**src/rtl/wb_pkg.sv**
```systemverilog
// Shared types for the register write-back path: default widths, queue entry
// layout and the arbiter source select.
package wb_pkg;

  localparam int WB_BIT_WIDTH = 32;
  localparam int WB_REG_WIDTH = 4;

  typedef struct packed {
    logic [WB_REG_WIDTH-1:0] dr;
    logic [WB_BIT_WIDTH-1:0] data;
  } wb_entry_t;

  typedef enum logic [1:0] {
    SRC_NONE,
    SRC_LD,
    SRC_Q,
    SRC_ALU
  } src_sel_t;

endpackage

```
**src/rtl/wb_skid_fifo.sv**
```systemverilog
// Circular skid buffer for ALU results; also presents every slot in age order
// (index 0 = oldest) so the owner can run a forwarding compare.
module wb_skid_fifo #(
  parameter int DW    = 36,
  parameter int DEPTH = 2
) (
  input  logic                      clk,
  input  logic                      reset,
  input  logic                      push,
  input  logic                      pop,
  input  logic [DW-1:0]             wdata,
  output logic                      full,
  output logic                      empty,
  output logic [DW-1:0]             head,
  output logic [DEPTH-1:0][DW-1:0]  entries,
  output logic [DEPTH-1:0]          entry_vld
);

  localparam int PW = $clog2(DEPTH);

  logic [DEPTH-1:0][DW-1:0] mem;
  logic [PW-1:0]            wr_ptr;
  logic [PW-1:0]            rd_ptr;
  logic [PW:0]              count;

  always_ff @(posedge clk) begin
    if (reset) begin
      wr_ptr <= '0;
      rd_ptr <= '0;
      count  <= '0;
    end else begin
      if (push) wr_ptr <= wr_ptr + 1'b1;
      if (pop)  rd_ptr <= rd_ptr + 1'b1;
      if (push && !pop)      count <= count + 1'b1;
      else if (pop && !push) count <= count - 1'b1;
    end
  end

  // Storage needs no reset; validity is tracked by count alone.
  always_ff @(posedge clk) begin
    if (push) mem[wr_ptr] <= wdata;
  end

  always_comb begin
    entries   = '0;
    entry_vld = '0;
    for (int i = 0; i < DEPTH; i++) begin
      entries[i]   = mem[rd_ptr + PW'(i)];
      entry_vld[i] = ((PW+1)'(i) < count);
    end
  end

  assign full  = (count == (PW+1)'(DEPTH));
  assign empty = (count == '0);
  assign head  = mem[rd_ptr];

endmodule

```
**src/rtl/reg_writeback_unit.sv**
```systemverilog
// Register-file write port driver: arbitrates loads, queued and bypassed ALU
// results, tracks pending destinations and forwards uncommitted values.
module reg_writeback_unit
  import wb_pkg::*;
#(
  parameter int BIT_WIDTH = WB_BIT_WIDTH,
  parameter int REG_WIDTH = WB_REG_WIDTH,
  parameter int REG_SIZE  = 1 << REG_WIDTH,
  parameter int Q_DEPTH   = 2
) (
  input  logic                 clk,
  input  logic                 reset,
  input  logic                 issueEn,
  input  logic [REG_WIDTH-1:0] issueDr,
  input  logic                 aluVld,
  input  logic [REG_WIDTH-1:0] aluDr,
  input  logic [BIT_WIDTH-1:0] aluData,
  output logic                 aluRdy,
  input  logic                 ldVld,
  input  logic [REG_WIDTH-1:0] ldDr,
  input  logic [BIT_WIDTH-1:0] ldData,
  output logic                 wrtEn,
  output logic [REG_WIDTH-1:0] dr,
  output logic [BIT_WIDTH-1:0] dIn,
  input  logic [REG_WIDTH-1:0] sr1,
  input  logic [REG_WIDTH-1:0] sr2,
  output logic                 fwd1Vld,
  output logic                 fwd2Vld,
  output logic [BIT_WIDTH-1:0] fwd1Data,
  output logic [BIT_WIDTH-1:0] fwd2Data,
  output logic                 busy1,
  output logic                 busy2,
  output logic [REG_SIZE-1:0]  pendingMask,
  output logic                 ovfErr
);

  localparam int EW = REG_WIDTH + BIT_WIDTH;

  src_sel_t                    sel;
  logic                        q_push;
  logic                        q_pop;
  logic                        q_full;
  logic                        q_empty;
  logic [EW-1:0]               q_head;
  logic [Q_DEPTH-1:0][EW-1:0]  q_ent;
  logic [Q_DEPTH-1:0]          q_vld;
  logic [REG_WIDTH-1:0]        nxt_dr;
  logic [BIT_WIDTH-1:0]        nxt_data;

  wb_skid_fifo #(
    .DW    (EW),
    .DEPTH (Q_DEPTH)
  ) u_skid (
    .clk       (clk),
    .reset     (reset),
    .push      (q_push),
    .pop       (q_pop),
    .wdata     ({aluDr, aluData}),
    .full      (q_full),
    .empty     (q_empty),
    .head      (q_head),
    .entries   (q_ent),
    .entry_vld (q_vld)
  );

  assign aluRdy = !q_full;

  always_comb begin
    sel = SRC_NONE;
    if (ldVld)         sel = SRC_LD;
    else if (!q_empty) sel = SRC_Q;
    else if (aluVld)   sel = SRC_ALU;
  end

  always_comb begin
    nxt_dr   = '0;
    nxt_data = '0;
    unique case (sel)
      SRC_LD:  begin nxt_dr = ldDr;                   nxt_data = ldData;                 end
      SRC_Q:   begin nxt_dr = q_head[EW-1 -: REG_WIDTH]; nxt_data = q_head[BIT_WIDTH-1:0]; end
      SRC_ALU: begin nxt_dr = aluDr;                  nxt_data = aluData;                end
      default: ;
    endcase
  end

  // An ALU result is queued only when it cannot take the bypass path.
  assign q_push = aluVld && aluRdy && (ldVld || !q_empty);
  assign q_pop  = (sel == SRC_Q);

  always_ff @(posedge clk) begin
    if (reset) begin
      wrtEn <= 1'b0;
      dr    <= '0;
      dIn   <= '0;
    end else if (sel != SRC_NONE) begin
      wrtEn <= 1'b1;
      dr    <= nxt_dr;
      dIn   <= nxt_data;
    end else begin
      wrtEn <= 1'b0;
    end
  end

  // Set is written last so a same-edge issue to the retiring register wins.
  always_ff @(posedge clk) begin
    if (reset) begin
      pendingMask <= '0;
    end else begin
      if (sel != SRC_NONE) pendingMask[nxt_dr]  <= 1'b0;
      if (issueEn)         pendingMask[issueDr] <= 1'b1;
    end
  end

  always_ff @(posedge clk) begin
    if (reset)                 ovfErr <= 1'b0;
    else if (aluVld && q_full) ovfErr <= 1'b1;
  end

  function automatic logic [BIT_WIDTH:0] fwd_lookup(
    input logic [REG_WIDTH-1:0]       sr,
    input logic                       out_vld,
    input logic [REG_WIDTH-1:0]       out_dr,
    input logic [BIT_WIDTH-1:0]       out_data,
    input logic [Q_DEPTH-1:0][EW-1:0] ent,
    input logic [Q_DEPTH-1:0]         vld
  );
    logic                 hit;
    logic [BIT_WIDTH-1:0] d;
    hit = 1'b0;
    d   = '0;
    // Scan youngest to oldest so the oldest match overwrites; output reg beats all.
    for (int i = Q_DEPTH - 1; i >= 0; i--) begin
      if (vld[i] && (ent[i][EW-1 -: REG_WIDTH] == sr)) begin
        hit = 1'b1;
        d   = ent[i][BIT_WIDTH-1:0];
      end
    end
    if (out_vld && (out_dr == sr)) begin
      hit = 1'b1;
      d   = out_data;
    end
    return {hit, d};
  endfunction

  assign {fwd1Vld, fwd1Data} = fwd_lookup(sr1, wrtEn, dr, dIn, q_ent, q_vld);
  assign {fwd2Vld, fwd2Data} = fwd_lookup(sr2, wrtEn, dr, dIn, q_ent, q_vld);

  assign busy1 = pendingMask[sr1] && !fwd1Vld;
  assign busy2 = pendingMask[sr2] && !fwd2Vld;

endmodule

```
**config.mk**
```make
export PLATFORM = sky130hd
export DESIGN_NAME = reg_writeback_unit
export DESIGN_NICKNAME = d
export VERILOG_FILES = /design/src/rtl/wb_pkg.sv /design/src/rtl/wb_skid_fifo.sv /design/src/rtl/reg_writeback_unit.sv
export SDC_FILE = /design/constraint.sdc
export NUM_CORES = 1
export LEC_CHECK = 0
export CAP_MARGIN = 25
export CELL_PAD_IN_SITES_DETAIL_PLACEMENT = 1
export CELL_PAD_IN_SITES_GLOBAL_PLACEMENT = 1
export CORE_ASPECT_RATIO = 0.7
export CORE_MARGIN = 1
export CORE_UTILIZATION = 46
export CTS_BUF_LIST = sky130_fd_sc_hd__clkbuf_2
export CTS_CLUSTER_DIAMETER = 200
export DETAILED_ROUTE_END_ITERATION = 8
export DONT_BUFFER_PORTS = 1
export MAX_ROUTING_LAYER = met4
export PLACE_DENSITY = 0.85
export SLEW_MARGIN = 10
export SYNTH_ARGS = -nofsm -noshare
export SYNTH_HDL_FRONTEND = slang
export SYNTH_SLANG_ARGS = --single-unit
```
**constraint.sdc**
```tcl
create_clock -name clk -period 7.63 [get_ports clk]
set_clock_uncertainty 0.05 [all_clocks]
set_input_delay 0.763 -clock clk [delete_from_list [all_inputs] [get_ports clk]]
set_output_delay 0.763 -clock clk [all_outputs]
set_load 0.01 [all_outputs]
```
==> flow_metrics.env <==
export IMPL_status="completed"
export IMPL_vias_per_cell=6.41
export IMPL_die_y_um=112
export IMPL_nets=974
export IMPL_route_detailed_drc=0
export IMPL_max_stage_delay_ns=0.87
export IMPL_nFillCells=1952
export IMPL_cts_root_buf="clkbuf_2"
export IMPL_avgSynthCellArea_um2=8.91
export IMPL_hold_slack_ns=0.112
export IMPL_stdcell_area_mm2=0.00862
export IMPL_maxCapViolCount=0
export IMPL_dr_pass1_iters=7
export IMPL_core_area_mm2=0.0166
export IMPL_layout_common_cells="141 x nor2_1, 83 x nand2_1, 72 x edfxtp_1"
export IMPL_power_mw=2.30
export IMPL_cts_setup_buffers=0
export IMPL_fin_tns_setup_ns=0
export IMPL_clk_latency_ns=0.69
export IMPL_ctsHoldBuffers=6
export IMPL_initial_utilization_pct=47.8
export IMPL_ys_seq_area_share_pct=41.9
export IMPL_vias=7178
export IMPL_dp_hpwl_um=18100
export IMPL_crit_path_top_delay_cell="nor4_4"
export IMPL_post_route_util_pct=52.0
export IMPL_hold_viol=0
export IMPL_p_leak_nw=2.98
export IMPL_cts_htree_levels=4
export IMPL_drv_slew=0
export IMPL_pwr_share_comb_pct=37.2
export IMPL_die_x_um=159
export IMPL_ys_warn_count=0
export IMPL_routedWlPerCell_um=24.6
export IMPL_grt_pass1_wl_um=40900
export IMPL_initialDrtViolationCount=642
export IMPL_fin_crit_ns=4.59
export IMPL_arrival_ns=3.77
export IMPL_peakVddDrop_uv=112
export IMPL_syn_inst=891
export IMPL_post_dp_cell_area_mm2=0.00795
export IMPL_sw_frac_of_total_pct=40.1
export IMPL_setup_viol=0
export IMPL_gr_total_overflow=0
export IMPL_grt_pass1_vias=7028
export IMPL_p_clk_share_pct=19.9
export IMPL_cp_required_ns=6.82
export IMPL_async_flop_share_pct=0
export IMPL_ios=212
export IMPL_antenna_found_initial=1
export IMPL_path_max_fanout=64
export IMPL_pwr_share_seq_pct=42.8
export IMPL_fp_dieArea_mm2=0.0178
export IMPL_p_sw_mw=0.923
export IMPL_cts_tree="done"
export IMPL_crit_chain="buf_16, mux2i_4, xnor2_1, nor4_4, buf_4, nand3_1, a31oi_1"
export IMPL_max_freq_mhz=218
export IMPL_min_period_over_period_pct=60.1
export IMPL_clock_sinks=130
export IMPL_hold_path_class="primary input to register"
export IMPL_routed_wl_um=27600
export IMPL_ys_types=44
export IMPL_cts_buffer_depth=2
export IMPL_mostFrequentLayoutCell="nor2_1"
export IMPL_start_kind="register"
export IMPL_powerDensity_mw_per_mm2=267
export IMPL_tritoncts_num_buffers=17
export IMPL_max_slew_margin_pct=35.0
export IMPL_grt_max_degree=75
export IMPL_rsz0062_at_grt="false"
export IMPL_synth_edf_count=72
export IMPL_portBuffers=0
export IMPL_grt_usage_pct=30.9
export IMPL_synth_nets=984
export IMPL_p_int_mw=1.38
export IMPL_synth_cell_area_mm2=0.00794
export IMPL_synth_seq_cells=130
export IMPL_ys_flop_type="edfxtp_1"
export IMPL_setup_worst_path_end_class="primary output"
export IMPL_cts_resized=0
export IMPL_seqCellArea_mm2=0.00333
export IMPL_critPathKind="register to primary output"
export IMPL_gp_congestion=0.930
export IMPL_multi_input_area_mm2=0.00425
export IMPL_ant_nets=0
export IMPL_drive_gt1_share_pct=15.8
export IMPL_row_count=39
export IMPL_clkTransAtPathRegs_ns=0.20
export IMPL_worst_slew_pin_slew_ns=0.967
export IMPL_syn2layout_area_growth_pct=8.59
[sequential cells by signal, summed over array words and instances, names as in the netlist]
signal,cells
u_skid.mem,72
dr,4
u_skid.count,2
dIn,32
u_skid.rd_ptr,1
ovfErr,1
u_skid.wr_ptr,1
pendingMask,16
wrtEn,1
[per-stage QoR]
stage | std cells | setup slack [ns]
final | 1120 | 3.04
after global routing | 1120 | 2.73
after CTS | 1086 | 2.66
after detailed placement | 1048 | 3.52
after global placement | 1048 | 3.61
after floorplan | 891 | 3.83
[synth_stat cells (7+ instances only)]
| cell | number | share of area (%) |
|---|---|---|
| a21oi_1 | 49 | 3.1 |
| a31oi_1 | 64 | 5.0 |
| buf_2 | 25 | 1.6 |
| buf_6 | 7 | 0.99 |
| clkbuf_1 | 45 | 2.1 |
| dfxtp_1 | 58 | 15 |
| edfxtp_1 | 72 | 27 |
| mux2_2 | 69 | 9.8 |
| mux4_2 | 8 | 2.3 |
| nand2_1 | 83 | 3.9 |
| nand3_1 | 69 | 4.4 |
| nand3b_1 | 10 | 0.95 |
| nor2_1 | 141 | 6.7 |
| nor2b_1 | 16 | 1.3 |
| nor3_1 | 36 | 2.3 |
| o21ai_0 | 24 | 1.5 |
| o22ai_1 | 27 | 2.1 |
| o31ai_1 | 9 | 0.85 |
| xnor2_1 | 9 | 0.99 |
| xor2_1 | 15 | 1.7 |
[critical path, delay by kind of cell, from the launching register on]
kind | cells | cell delay, ns
xor gates and xnor gates | 1 | 0.13
DFF | 1 | 0.56
and+or+nand+nor | 2 | 0.98
AOI/OAI and AO/OA | 1 | 0.34
muxes | 1 | 0.33
buffers and inverters | 2 | 0.71
[layout make-up]
cell class / count / share of cell area, %
multi-input cells: 679 / 49.3
flip-flops and latches: 130 / 38.6
repair buffers: 50 / 5.81
well taps: 225 / 3.27
clock inverters: 15 / 1.92
clock buffers: 17 / 0.987
inverters: 3 / 0.131
diodes: 1 / 0.0290
[cells by family (layout without fill, tap and decap cells)]
group	Yosys count	count (layout)	share of synthesized area (%)
fa+ha+maj	4	4	0.631
buf+inv	82	85	4.93
compound gates	181	181	13.5
mux	90	90	14.4
simple gates	380	380	22.0
xor+xnor	24	24	2.65
flops	130	130	41.9
other cells	0	1	0
[power by group through the flow]
stage	logic (mW)	clock network, mW	registers, mW
2_1_floorplan	0.666	0	0.954
3_3_place_gp	0.748	0	1.03
3_5_place_dp	0.765	0	1.04
4_1_cts	0.780	0.464	1.03
5_1_grt	0.923	0.491	0.997
6_report	0.857	0.459	0.986
[final timing paths]
check,start,end,slack [ns],cells past startpoint
max,u_skid.rd_ptr$_SDFFE_PP0P_,fwd1Data[0],3.04,7
min reg2reg,u_skid.count[0]$_SDFFE_PP0P_,u_skid.count[0]$_SDFFE_PP0P_,0.52,2
max reg2reg,u_skid.count[1]$_SDFFE_PP0P_,pendingMask[2]$_SDFF_PP0_,4.13,9
min,aluData[30],u_skid.mem[30]$_DFFE_PP_,0.11,0
[layer usage]
| metal | wire length, um | vias to the layer above | track usage [%] |
|---|---|---|---|
| li1 | - | 3219 | - |
| met1 | 12100 | 3575 | 40.1 |
| met2 | 12400 | 358 | 45.6 |
| met3 | 2860 | 26 | 11.0 |
| met4 | 280 | 0 | 7.63 |
| met5 | 0 | - | - |
(Power assumes the default switching activity.)
